### config.mk
export PLATFORM = sky130hd
export DESIGN_NAME = udma_cfg_trans_arbiter
export DESIGN_NICKNAME = d
export VERILOG_FILES = /design/src/rtl/udma_cfg_trans_arbiter.sv
export SDC_FILE = /design/constraint.sdc
export NUM_CORES = 1
export LEC_CHECK = 0
export BUFFER_PORTS_ARGS = -buffer_cell sky130_fd_sc_hd__buf_2
export CAP_MARGIN = 30
export CORE_AREA = 2 2 128 130
export DETAILED_ROUTE_END_ITERATION = 6
export DIE_AREA = 0 0 130 132
export PLACE_DENSITY_LB_ADDON = 0.1
export SLEW_MARGIN = 20
export SYNTH_ARGS = -nofsm -noshare
export SYNTH_HDL_FRONTEND = slang
export SYNTH_SLANG_ARGS = --single-unit
### constraint.sdc
create_clock -name clk_i -period 1.98 [get_ports clk_i]
set_input_delay 0.099 -clock clk_i [delete_from_list [all_inputs] [get_ports clk_i]]
set_output_delay 0.099 -clock clk_i [all_outputs]
set_load 0.1 [all_outputs]
### src/rtl/udma_cfg_trans_arbiter.sv
`default_nettype none
// ============================================================================
//  Module      : udma_cfg_trans_arbiter
//  Description : Round-robin arbiter that collects one pending transfer
//                request per channel and issues them, one at a time, to the
//                uDMA side of a HyperBus controller.  Each issued
//                transaction is held until the HyperBus side reports
//                completion, after which the owning channel gets a
//                completion pulse.
//  Revision    : 1.0 - initial release
// ----------------------------------------------------------------------------
//  Ports
//    clk_i                   clock
//    rst_ni                  asynchronous active-low reset
//    req_valid_i  [NB_CH]    per-channel request valid
//    req_ready_o  [NB_CH]    per-channel request ready (buffer empty)
//    req_addr_i              per-channel L2 start address, channel i in slice i
//    req_size_i              per-channel byte count, channel i in slice i
//    req_rw_i     [NB_CH]    per-channel direction, 1 = hyper read (rx)
//    trans_done_i            one-cycle pulse: current transaction finished
//    toudma_tx_start_addr_o  tx start address of the issued transaction
//    toudma_tx_size_o        tx size of the issued transaction
//    toudma_rx_start_addr_o  rx start address of the issued transaction
//    toudma_rx_size_o        rx size of the issued transaction
//    toudma_rw_hyper_o       direction of the issued transaction
//    toudma_trans_valid_o    one-cycle issue strobe
//    toudma_trans_id_o       granted channel, 1<<ID_WIDTH when idle
//    evt_done_o   [NB_CH]    per-channel completion pulse
// ============================================================================
module udma_cfg_trans_arbiter #(
    parameter int L2_AWIDTH_NOAL = 12,
    parameter int TRANS_SIZE     = 16,
    parameter int NB_CH          = 2,
    parameter int ID_WIDTH       = 1
) (
    input  logic                            clk_i,
    input  logic                            rst_ni,

    input  logic [NB_CH-1:0]                req_valid_i,
    output logic [NB_CH-1:0]                req_ready_o,
    input  logic [NB_CH*L2_AWIDTH_NOAL-1:0] req_addr_i,
    input  logic [NB_CH*TRANS_SIZE-1:0]     req_size_i,
    input  logic [NB_CH-1:0]                req_rw_i,

    input  logic                            trans_done_i,

    output logic [L2_AWIDTH_NOAL-1:0]       toudma_tx_start_addr_o,
    output logic [TRANS_SIZE-1:0]           toudma_tx_size_o,
    output logic [L2_AWIDTH_NOAL-1:0]       toudma_rx_start_addr_o,
    output logic [TRANS_SIZE-1:0]           toudma_rx_size_o,
    output logic                            toudma_rw_hyper_o,
    output logic                            toudma_trans_valid_o,
    output logic [ID_WIDTH:0]               toudma_trans_id_o,

    output logic [NB_CH-1:0]                evt_done_o
);

    // Idle value of the ID bus: the extra MSB marks "no channel granted".
    localparam logic [ID_WIDTH:0] ID_IDLE = {1'b1, {ID_WIDTH{1'b0}}};
    localparam logic [ID_WIDTH:0] NB_CH_W = (ID_WIDTH+1)'(NB_CH);
    localparam logic [ID_WIDTH-1:0] LAST_CH = ID_WIDTH'(NB_CH - 1);

    typedef enum logic [1:0] {
        ST_IDLE  = 2'd0,
        ST_ISSUE = 2'd1,
        ST_WAIT  = 2'd2
    } state_t;

    state_t state_q;
    state_t state_d;

    // Per-channel request slices.
    logic [L2_AWIDTH_NOAL-1:0] ch_addr [NB_CH];
    logic [TRANS_SIZE-1:0]     ch_size [NB_CH];

    // One-entry pending buffer per channel.
    logic [NB_CH-1:0]          pending;
    logic [L2_AWIDTH_NOAL-1:0] buf_addr [NB_CH];
    logic [TRANS_SIZE-1:0]     buf_size [NB_CH];
    logic [NB_CH-1:0]          buf_rw;

    logic [NB_CH-1:0]          accept;
    logic [NB_CH-1:0]          zero_size;
    logic [NB_CH-1:0]          clear;
    logic [NB_CH-1:0]          evt_done;

    logic [ID_WIDTH-1:0]       rr_ptr;
    logic [ID_WIDTH-1:0]       winner;
    logic [ID_WIDTH:0]         cand;
    logic                      found;
    logic                      any_pending;
    logic                      issue_load;
    logic                      done_fire;
    logic [ID_WIDTH:0]         trans_id;

    // ------------------------------------------------------------------
    // Request bus slicing
    // ------------------------------------------------------------------
    for (genvar i = 0; i < NB_CH; i++) begin : g_slice
        assign ch_addr[i] = req_addr_i[i*L2_AWIDTH_NOAL +: L2_AWIDTH_NOAL];
        assign ch_size[i] = req_size_i[i*TRANS_SIZE +: TRANS_SIZE];
    end

    assign done_fire   = (state_q == ST_WAIT) & trans_done_i;
    assign any_pending = |pending;
    assign issue_load  = (state_q == ST_IDLE) & any_pending;

    // Handshake, zero-size detect and completion decode per channel.
    // A channel being completed still reads as busy on the done edge, so a
    // simultaneous new valid is only taken on the following edge.
    always_comb begin
        accept    = '0;
        zero_size = '0;
        clear     = '0;
        for (int i = 0; i < NB_CH; i++) begin
            accept[i]    = req_valid_i[i] & ~pending[i];
            zero_size[i] = (ch_size[i] == '0);
            clear[i]     = done_fire & (trans_id == (ID_WIDTH+1)'(i));
        end
    end

    // ------------------------------------------------------------------
    // Pending buffers and completion events
    // ------------------------------------------------------------------
    always_ff @(posedge clk_i or negedge rst_ni) begin
        if (!rst_ni) begin
            pending  <= '0;
            buf_rw   <= '0;
            evt_done <= '0;
            for (int i = 0; i < NB_CH; i++) begin
                buf_addr[i] <= '0;
                buf_size[i] <= '0;
            end
        end else begin
            for (int i = 0; i < NB_CH; i++) begin
                // Zero-byte requests complete immediately without an issue.
                evt_done[i] <= (accept[i] & zero_size[i]) | clear[i];
                if (clear[i]) begin
                    pending[i] <= 1'b0;
                end else if (accept[i] & ~zero_size[i]) begin
                    pending[i]  <= 1'b1;
                    buf_addr[i] <= ch_addr[i];
                    buf_size[i] <= ch_size[i];
                    buf_rw[i]   <= req_rw_i[i];
                end
            end
        end
    end

    // ------------------------------------------------------------------
    // Round-robin winner search starting at rr_ptr.  The candidate index
    // is kept one bit wider so the modulo wrap works for any NB_CH, and
    // indices >= NB_CH are never produced.
    // ------------------------------------------------------------------
    always_comb begin
        winner = '0;
        found  = 1'b0;
        cand   = '0;
        for (int k = 0; k < NB_CH; k++) begin
            cand = {1'b0, rr_ptr} + (ID_WIDTH+1)'(k);
            if (cand >= NB_CH_W) begin
                cand = cand - NB_CH_W;
            end
            if (!found && pending[cand[ID_WIDTH-1:0]]) begin
                found  = 1'b1;
                winner = cand[ID_WIDTH-1:0];
            end
        end
    end

    // ------------------------------------------------------------------
    // FSM
    // ------------------------------------------------------------------
    always_ff @(posedge clk_i or negedge rst_ni) begin
        if (!rst_ni) begin
            state_q <= ST_IDLE;
        end else begin
            state_q <= state_d;
        end
    end

    always_comb begin
        state_d = state_q;
        case (state_q)
            ST_IDLE: begin
                if (any_pending) begin
                    state_d = ST_ISSUE;
                end
            end
            ST_ISSUE: begin
                state_d = ST_WAIT;
            end
            ST_WAIT: begin
                if (trans_done_i) begin
                    state_d = ST_IDLE;
                end
            end
            default: begin
                state_d = ST_IDLE;
            end
        endcase
    end

    // ------------------------------------------------------------------
    // Issue registers.  Address, size and direction keep their last values
    // between transactions; only the ID returns to its idle code.
    // ------------------------------------------------------------------
    always_ff @(posedge clk_i or negedge rst_ni) begin
        if (!rst_ni) begin
            toudma_tx_start_addr_o <= '0;
            toudma_tx_size_o       <= '0;
            toudma_rx_start_addr_o <= '0;
            toudma_rx_size_o       <= '0;
            toudma_rw_hyper_o      <= 1'b0;
            trans_id               <= ID_IDLE;
            rr_ptr                 <= '0;
        end else if (issue_load) begin
            trans_id <= {1'b0, winner};
            rr_ptr   <= (winner == LAST_CH) ? '0 : winner + ID_WIDTH'(1);
            if (buf_rw[winner]) begin
                toudma_rx_start_addr_o <= buf_addr[winner];
                toudma_rx_size_o       <= buf_size[winner];
                toudma_tx_start_addr_o <= '0;
                toudma_tx_size_o       <= '0;
                toudma_rw_hyper_o      <= 1'b1;
            end else begin
                toudma_tx_start_addr_o <= buf_addr[winner];
                toudma_tx_size_o       <= buf_size[winner];
                toudma_rx_start_addr_o <= '0;
                toudma_rx_size_o       <= '0;
                toudma_rw_hyper_o      <= 1'b0;
            end
        end else if (done_fire) begin
            trans_id <= ID_IDLE;
        end
    end

    assign req_ready_o          = ~pending;
    assign toudma_trans_valid_o = (state_q == ST_ISSUE);
    assign toudma_trans_id_o    = trans_id;
    assign evt_done_o           = evt_done;

endmodule
`default_nettype wire

==> results.py, run 1 <==
metrics = {
    "status": {
        "outcome": "finished, final reports clean",
    },
    "yosys": {
        "synth_edf_count": 0,
        "syn_inst": 387,
        "avgSynthCellArea_um2": 12.8,
        "synth-main-ff-cell": "dfrtp_1",
        "synth_area_leaders": "dfrtp_1 (62%), mux2_2 (13%), o21ai_0 (5.9%)",
        "yosysTopAreaCell": "dfrtp_1",
        "async_flop_share": 1.00,
        "synth_top_area_frac": 0.621,
        "synth_nets": 450,
        "ys_warn_count": 0,
        "synth_seq_cells": 124,
        "synth.most_common_cell": "dfrtp_1",
        "synth-seq-area-share": 0.627,
        "synth_common_cells": "dfrtp_1 (123), nand2_1 (63), o21ai_0 (58)",
        "syn-cell-area_mm2": 0.00495,
        "synth_cell_types": 34,
    },
    "clock_network": {
        "cts_tree": "done",
        "path_clk_slew_ns": 0.05,
        "numCtsBuffers": 17,
        "clock_path_buffers": 2,
        "clkLatencyLatePin_ns": 0.41,
        "clock-sinks": 124,
        "cts_setup_buffers": 0,
        "cts-root-buf": "clkbuf_16",
        "htreeDepth": 4,
    },
    "detailed_routing": {
        "drt_iter0_drc": 109,
        "dr.pass1.iters": 4,
        "vias_per_cell": 4.53,
        "drc": 0,
        "postRouteAntennaNets": 0,
        "wl_per_cell_um": 16.1,
        "vias": 3712,
        "finalWirelength_mm": 13.2,
    },
    "floorplanning": {
        "num_io_pins": 127,
        "coreArea_mm2": 0.0157,
        "die_h_um": 132,
        "fp.dieArea_mm2": 0.0172,
        "die_w_um": 130,
        "initial_core_util": 0.315,
        "rows": 46,
    },
    "critical_path": {
        "required_ns": 2.27,
        "critPathMostFrequentCell": "nand4_1",
        "cp.arrival_ns": 2.16,
        "cp_top_family": "buffers and inverters",
        "crit_type": "in2reg",
        "crit_path_end_kind": "flop",
        "slowest_stage": "dlygate4sd3_1",
        "worstPathMaxFanout": 12,
        "path_cells": "dlygate4sd3_1, buf_2, nor4_1, nand4_1, nand4_1, buf_4, mux2_2",
        "cp-start-kind": "primary input",
        "max_stage_delay_ns": 0.53,
        "cp.buffers_inverters": 3,
    },
    "timing": {
        "tns_ns": 0,
        "slew_violations": 0,
        "fmax_mhz": 535,
        "min_period_ns": 1.87,
        "setup_slack_ns": 0.110,
        "rsz0062_at_grt": "no",
        "relSlewSlack": 0.615,
        "finalHoldViolations": 0,
        "finalSetupViolCount": 0,
        "tightest_slew_ns": 0.577,
        "fin_worst_skew_ns": 0.0116,
        "fin_crit_sh": 0.944,
    },
    "placement": {
        "place_ws_ns": 0.141,
        "gp_congestion": 0.766,
        "port_buffers": 126,
        "hpwl_mm": 9.16,
    },
    "layout": {
        "antenna_cells": 0,
        "syn_to_final_growth_pct": 43.3,
        "layout.nets": 653,
        "layout-drive-gt1-share": 0.391,
    },
    "global_routing": {
        "grt_pass1_vias": 3960,
        "grt_max_degree": 47,
        "antenna_found_initial": 0,
        "grt.overflow.total": 0,
        "grt_pass1_wl_mm": 21.4,
        "track_usage": 0.165,
    },
    "worst_hold_path": {
        "min_path_type": "in2async",
    },
    "job": {
        "max_cap_violations": 0,
    },
}
final timing paths:
kind	startpoint	end	slack [ns]	cells past startpoint
setup / recovery	req_size_i[18]	buf_addr[2]	0.11	7
hold / removal	rst_ni	toudma_rx_size_o[12]	0.24	2
setup reg to reg	state_q[0]	buf_addr[12]	0.23	5
hold reg to reg	toudma_tx_start_addr_o[5]	toudma_tx_start_addr_o[5]	0.47	2
max in group asynchronous	rst_ni	toudma_trans_id_o[1]	1.08	3
min in group clk_i	req_addr_i[11]	buf_addr[23]	0.46	3
kinds of logic (layout without fill, tap and decap cells):
kind of cell / count (synthesis) / count (layout) / share of synthesized area
AO/OA/AOI/OAI: 67 / 67 / 0.0720
buffers and inverters: 24 / 240 / 0.0298
flip-flops: 124 / 124 / 0.627
multiplexers: 86 / 86 / 0.188
AND/OR/NAND/NOR: 86 / 86 / 0.0833
layer usage:
layer	track usage	wire (µm)	vias up
met4	0.0615	208	0
met5	0	0	-
li1	-	-	1755
met2	0.266	6520	86
met1	0.213	5990	1854
met3	0.0438	505	17
flip-flops by register name (all words and copies together), names as in the netlist:
| signal | cells |
|---|---|
| toudma_tx_size_o | 16 |
| toudma_rx_start_addr_o | 12 |
| toudma_trans_id_o | 2 |
| state_q | 2 |
| buf_rw | 2 |
| pending | 2 |
| toudma_tx_start_addr_o | 12 |
| buf_addr | 24 |
| rr_ptr | 1 |
| buf_size | 32 |
| toudma_rx_size_o | 16 |
| toudma_rw_hyper_o | 1 |
| evt_done_o | 2 |
repair_timing:
action / 4_1_cts / 5_1_grt
hold buffers: 62 / 0
endpoints found under the hold margin: 101 / 0
resized for setup: 0 / 3
setup endpoints to repair: 0 / 50
area by class of cell:
cell class              count  area, µm²
multi-input cells         239       1730
well taps                 216        270
inverters                   4       15.0
clock inverters             3       40.0
flip-flops and latches    124       3110
repair buffers            204       1440
clock buffers              29        500
fillers                  1499       8610
worst register-to-register path: stages, from the launching register on:
cell and delay (ns):
dfrtp_1 0.41, nand3b_4 0.18, or3_4 0.37, nand4_4 0.13
buf_12 0.19, mux2_2 0.36
metrics by stage:
| step | instance area, µm² | std cells | hold slack (ns) | util |
|---|---|---|---|---|
| 6_report | 7100 | 819 | 0.236 | 0.452 |
| 5_1_grt | 7100 | 819 | 0.275 | 0.452 |
| 4_1_cts | 7080 | 819 | 0.248 | 0.451 |
| 3_5_place_dp | 5920 | 725 | 0.137 | 0.377 |
| 3_3_place_gp | 5920 | 725 | 0.131 | 0.377 |
| 2_1_floorplan | 4960 | 387 | -0.197 | - |
cell usage in the layout (no fill, tap or decap), drive strengths merged, types with 2 or more instances in the layout:
cell type	count
clkbuf	29
mux2	58
nand4	4
nor4	8
dfrtp	123
a21oi	2
nand2	63
clkinv	2
nand3b	2
dlygate4sd3	62
inv	4
nand2b	2
buf	142
mux2i	28
o21ai	59
nand3	2
Power of run 1 is left out: the tool's default activity adds up to more than one toggle a clock period on the data nets, which glitch-free logic cannot reach.
==> run 2: changes to the inputs <==
--- a/config.mk
+++ b/config.mk
@@ -8,6 +8,7 @@
 export BUFFER_PORTS_ARGS = -buffer_cell sky130_fd_sc_hd__buf_2
 export CAP_MARGIN = 30
 export CORE_AREA = 2 2 128 130
+export CTS_BUF_LIST = sky130_fd_sc_hd__clkbuf_4
 export DETAILED_ROUTE_END_ITERATION = 6
 export DIE_AREA = 0 0 130 132
 export PLACE_DENSITY_LB_ADDON = 0.1
==> run 2 against run 1 <==
Net effect:
- final cell count did not move
- via count about the same
- clock skew up 0.018 ns
- critical path type unchanged
- first-iteration DRC count fell by 11%
- highest routed layer unchanged
- die area did not move
- register-to-register slack hardly changed
- sequential share of layout area increased by 2.0 points
==> results.py, run 2 (same netlist as run 1, synthesis figures left out) <==
metrics = {
    "status": {
        "outcome": "finished, final reports clean",
    },
    "placement": {
        "gp_congestion": 0.766,
        "port_buffers": 126,
        "dp_cells": 725,
        "placed_area_mm2": 0.00592,
        "hpwl_mm": 9.16,
    },
    "critical_path": {
        "cp.arrival_ns": 2.28,
        "crit_path_end_kind": "flop",
        "rrSetupSlack_ns": 0.22,
        "crit_start": "req_size_i[1]",
        "required_ns": 2.41,
        "rr_endpoint": "buf_size[30]",
        "crit_type": "in2reg",
        "worstPathMaxFanout": 21,
        "reg2reg_from": "state_q[0]",
        "r2r_cells": 5,
        "cp-start-kind": "primary input",
    },
    "timing": {
        "relSlewSlack": 0.613,
        "min_period_ns": 1.86,
        "fin_crit_sh": 0.938,
        "rsz0062_at_grt": "no",
        "finalSetupViolCount": 0,
        "fin_worst_skew_ns": 0.0295,
        "finalHoldViolations": 0,
        "fmax_mhz": 538,
        "tightest_slew_ns": 0.581,
        "holdWs_ns": 0.0933,
        "tns_ns": 0,
        "slew_violations": 0,
    },
    "layout": {
        "multi_input_area_mm2": 0.00171,
        "register_area_mm2": 0.00311,
        "largest_reg_flops": 32,
        "antenna_cells": 0,
        "final_common_cell": "buf_2",
        "layout.nets": 653,
        "syn_to_final_growth_pct": 37.0,
        "fin_area_mm2": 0.00679,
        "fillerInstances": 1540,
        "reg.largest.list": "buf_size (32), buf_addr (24)",
        "final_cells": 819,
        "layout-drive-gt1-share": 0.396,
        "most-common-layout-cells": "buf_2 (125), dfrtp_1 (122), nand2_1 (62), dlygate4sd3_1 (62), o21ai_0 (58)",
        "regMostFlops": "buf_size",
    },
    "clock_network": {
        "cts_resized": 0,
        "htreeDepth": 4,
        "clkLatencyLatePin_ns": 0.56,
        "cts_tree": "done",
        "cts-root-buf": "clkbuf_4",
        "numCtsBuffers": 17,
        "clock_path_buffers": 2,
        "clock-sinks": 124,
        "path_clk_slew_ns": 0.10,
    },
    "detailed_routing": {
        "postRouteAntennaNets": 0,
        "topRoutingLayerUsed": "met4",
        "met3WireLength_um": 556,
        "drt_iter0_drc": 97,
        "drc": 0,
        "vias_per_cell": 4.54,
        "drt-met1-wl_mm": 5.98,
        "dr.pass1.iters": 4,
        "finalWirelength_mm": 13.2,
        "wl_per_cell_um": 16.1,
        "dr_wl_met2_mm": 6.39,
        "vias": 3715,
    },
    "floorplanning": {
        "rows": 46,
        "fp.dieArea_mm2": 0.0172,
        "die_h_um": 132,
        "num_io_pins": 127,
        "die_w_um": 130,
        "coreArea_mm2": 0.0157,
        "initial_core_util": 0.315,
    },
    "global_routing": {
        "antenna_found_initial": 0,
        "grt.overflow.total": 0,
        "grt_pass1_wl_mm": 21.2,
        "grt_max_degree": 47,
        "grt_pass1_vias": 3939,
        "track_usage": 0.164,
    },
    "job": {
        "max_cap_violations": 0,
    },
    "worst_hold_path": {
        "min_path_type": "in2async",
    },
}
==> run 2: cell count changes in the layout (fill, tap and decap cells not counted) <==
cell	previous run	this run
clkbuf_4	0	26
clkbuf_16	17	0
clkbuf_1	9	0
clkbuf_8	3	0
clkinv_1	0	3
nor4_1	5	8
nor4_2	3	0
==> run 2: what timing repair did <==
action	in CTS	in global routing
hold buffers	62	0
buffers inserted	0	0
endpoints found under the setup margin	0	0
endpoints found under the hold margin	187	0
==> run 2: metal layers <==
layer | vias up | track usage
li1 | 1755 | -
met1 | 1857 | 0.212
met5 | - | 0
met3 | 17 | 0.0467
met4 | 0 | 0.0621
met2 | 86 | 0.262
==> run 2: cell type report <==
class	count	area share
sequential	124	0.458
clock inverter	6	0.00756
timing repair buffer	204	0.212
multi-input combinational	239	0.252
inverter	4	0.00221
tap	216	0.0398
clock buffer	26	0.0288
==> run 2: through the flow <==
step                 util  setup WS, ns
finish              0.432         0.123
detailed placement  0.377         0.141
global placement    0.377         0.214
CTS                 0.432         0.163
global route        0.432        0.0569
floorplan               -        0.0396
==> run 2: how the worst max path moves through the flow <==
stage	slack, ns	cells after the start	end
detailed placement	0.14	7	buf_rw[0]
global route	0.06	8	buf_addr[22]
global placement	0.21	6	buf_addr[16]
CTS	0.16	2	req_ready_o[0]
floorplan	0.04	4	buf_addr[23]
finish	0.12	7	buf_size[30]
==> run 2: critical path: stages <==
cell	delay, ns
dlygate4sd3_1	0.52
buf_2	0.13
nor4_1	0.52
nand4_1	0.27
nand4_4	0.19
buf_12	0.19
mux2_2	0.35
Power of run 2 is left out for the same reason.
==> run 3: changes to the inputs <==
--- a/config.mk
+++ b/config.mk
@@ -5,13 +5,14 @@
 export SDC_FILE = /design/constraint.sdc
 export NUM_CORES = 1
 export LEC_CHECK = 0
-export BUFFER_PORTS_ARGS = -buffer_cell sky130_fd_sc_hd__buf_2
+export BUFFER_PORTS_ARGS = -buffer_cell sky130_fd_sc_hd__buf_4
 export CAP_MARGIN = 30
 export CORE_AREA = 2 2 128 130
 export CTS_BUF_LIST = sky130_fd_sc_hd__clkbuf_4
 export DETAILED_ROUTE_END_ITERATION = 6
 export DIE_AREA = 0 0 130 132
 export PLACE_DENSITY_LB_ADDON = 0.1
+export SKIP_CTS_REPAIR_TIMING = 1
 export SLEW_MARGIN = 20
 export SYNTH_ARGS = -nofsm -noshare
 export SYNTH_HDL_FRONTEND = slang
==> run 3 against run 2 <==
Net effect:
- non-clock buffer count is 1 lower
- wire length increased by 1.6%
- critical path type unchanged
- register-to-register slack worse by 0.04 ns
- via count grew 0.43%
- first-iteration DRC count fell by 14%
==> results.py, run 3 (same netlist as run 1, synthesis figures left out) <==
metrics = {
    "placement": {
        "hpwl_mm": 9.25,
        "place_ws_ns": 0.121,
        "gp_congestion": 0.802,
        "port_buffers": 126,
    },
    "critical_path": {
        "worstPathMaxFanout": 9,
        "cp.arrival_ns": 2.31,
        "crit_path_end_kind": "flop",
        "crit_type": "in2reg",
        "required_ns": 2.41,
        "r2r_cells": 5,
        "cp-start-kind": "primary input",
    },
    "clock_network": {
        "cts_tree": "done",
        "clock_path_buffers": 2,
        "path_clk_slew_ns": 0.10,
        "cts-root-buf": "clkbuf_4",
        "clock-sinks": 124,
        "clkLatencyLatePin_ns": 0.54,
        "numCtsBuffers": 17,
        "htreeDepth": 4,
    },
    "global_routing": {
        "grt_max_degree": 44,
        "top_usage_layer": "met2",
        "grt_pass1_vias": 3666,
        "use_met2": 0.257,
        "track_usage": 0.160,
        "grt_pass1_wl_mm": 20.3,
        "grt.met1_usage": 0.203,
        "grtUsageMet3": 0.0483,
        "grt.overflow.total": 0,
        "antenna_found_initial": 1,
    },
    "layout": {
        "largest_reg_flops": 32,
        "syn_to_final_growth_pct": 43.7,
        "layout-drive-gt1-share": 0.389,
        "most-common-layout-cells": "buf_4 (134), dfrtp_1 (122), nand2_1 (62), dlygate4sd3_1 (62), o21ai_0 (58)",
        "reg.largest.list": "buf_size (32), buf_addr (24)",
        "layout.nets": 652,
        "final_common_cell": "buf_4",
        "regMostFlops": "buf_size",
    },
    "detailed_routing": {
        "dr.pass1.iters": 4,
        "vias_per_cell": 4.56,
        "wl_per_cell_um": 16.3,
        "drc": 0,
        "postRouteAntennaNets": 0,
        "vias": 3731,
        "finalWirelength_mm": 13.4,
        "drt_iter0_drc": 83,
    },
    "floorplanning": {
        "die_h_um": 132,
        "fp.dieArea_mm2": 0.0172,
        "die_w_um": 130,
        "num_io_pins": 127,
        "coreArea_mm2": 0.0157,
        "rows": 46,
        "initial_core_util": 0.315,
    },
    "timing": {
        "finalHoldViolations": 0,
        "tns_ns": 0,
        "fmax_mhz": 529,
        "finalSetupViolCount": 0,
        "rsz0062_at_grt": "no",
        "slew_violations": 0,
        "min_period_ns": 1.89,
        "relSlewSlack": 0.575,
        "setup_slack_ns": 0.0912,
        "fin_worst_skew_ns": 0.0108,
        "fin_crit_sh": 0.954,
        "tightest_slew_ns": 0.638,
    },
    "worst_hold_path": {
        "min_path_type": "in2async",
    },
    "job": {
        "max_cap_violations": 0,
    },
    "status": {
        "outcome": "finished, final reports clean",
    },
}
[run 3: changes by cell type in the layout (fill, tap and decap cells not counted), sizes merged]
cell	before	now
clkinv	5	11
buf	142	141
bufinv	1	2
diode	0	1
clkbuf	26	19
[run 3: area by class of cell]
cell class / instances / area (µm²)
diodes: 1 / 2.50
clock buffers: 19 / 143
clock inverters: 13 / 106
fillers: 1492 / 8590
inverters: 4 / 15.0
multi-input cells: 239 / 1710
flip-flops and latches: 124 / 3110
well taps: 216 / 270
repair buffers: 203 / 1770
[run 3: per-layer routing]
metal,part of all wire,vias up,routed length [µm]
li1,-,1758,-
met1,0.46,1873,6120
met2,0.49,84,6530
met3,0.039,16,526
met4,0.016,0,217
met5,0,-,0
[run 3: worst paths after layout]
check	startpoint	endpoint	slack (ns)
hold reg to reg	rr_ptr	rr_ptr	0.49
max in group asynchronous	rst_ni	toudma_trans_id_o[1]	1.14
hold / removal	rst_ni	toudma_tx_size_o[14]	0.12
setup reg to reg	state_q[0]	buf_size[13]	0.18
min in group clk_i	req_addr_i[8]	buf_addr[20]	0.34
setup / recovery	req_size_i[2]	buf_addr[16]	0.09
[run 3: stage by stage]
stage | area, µm² | hold WS [ns] | util | std cells
after detailed placement | 6250 | 0.164 | 0.398 | 724
final | 7120 | 0.120 | 0.453 | 819
after floorplan | 4960 | -0.197 | - | 387
after global placement | 6250 | 0.159 | 0.398 | 724
after global routing | 7120 | 0.131 | 0.453 | 819
after CTS | 6500 | -0.454 | 0.414 | 756
[run 3: critical path, stage by stage]
cell,delay [ns]
dlygate4sd3_1,0.54
buf_4,0.14
nor4_1,0.43
buf_4,0.18
nand4_1,0.16
nand4_4,0.19
buf_4,0.20
mux2_2,0.36
Power of run 3 is left out for the same reason.
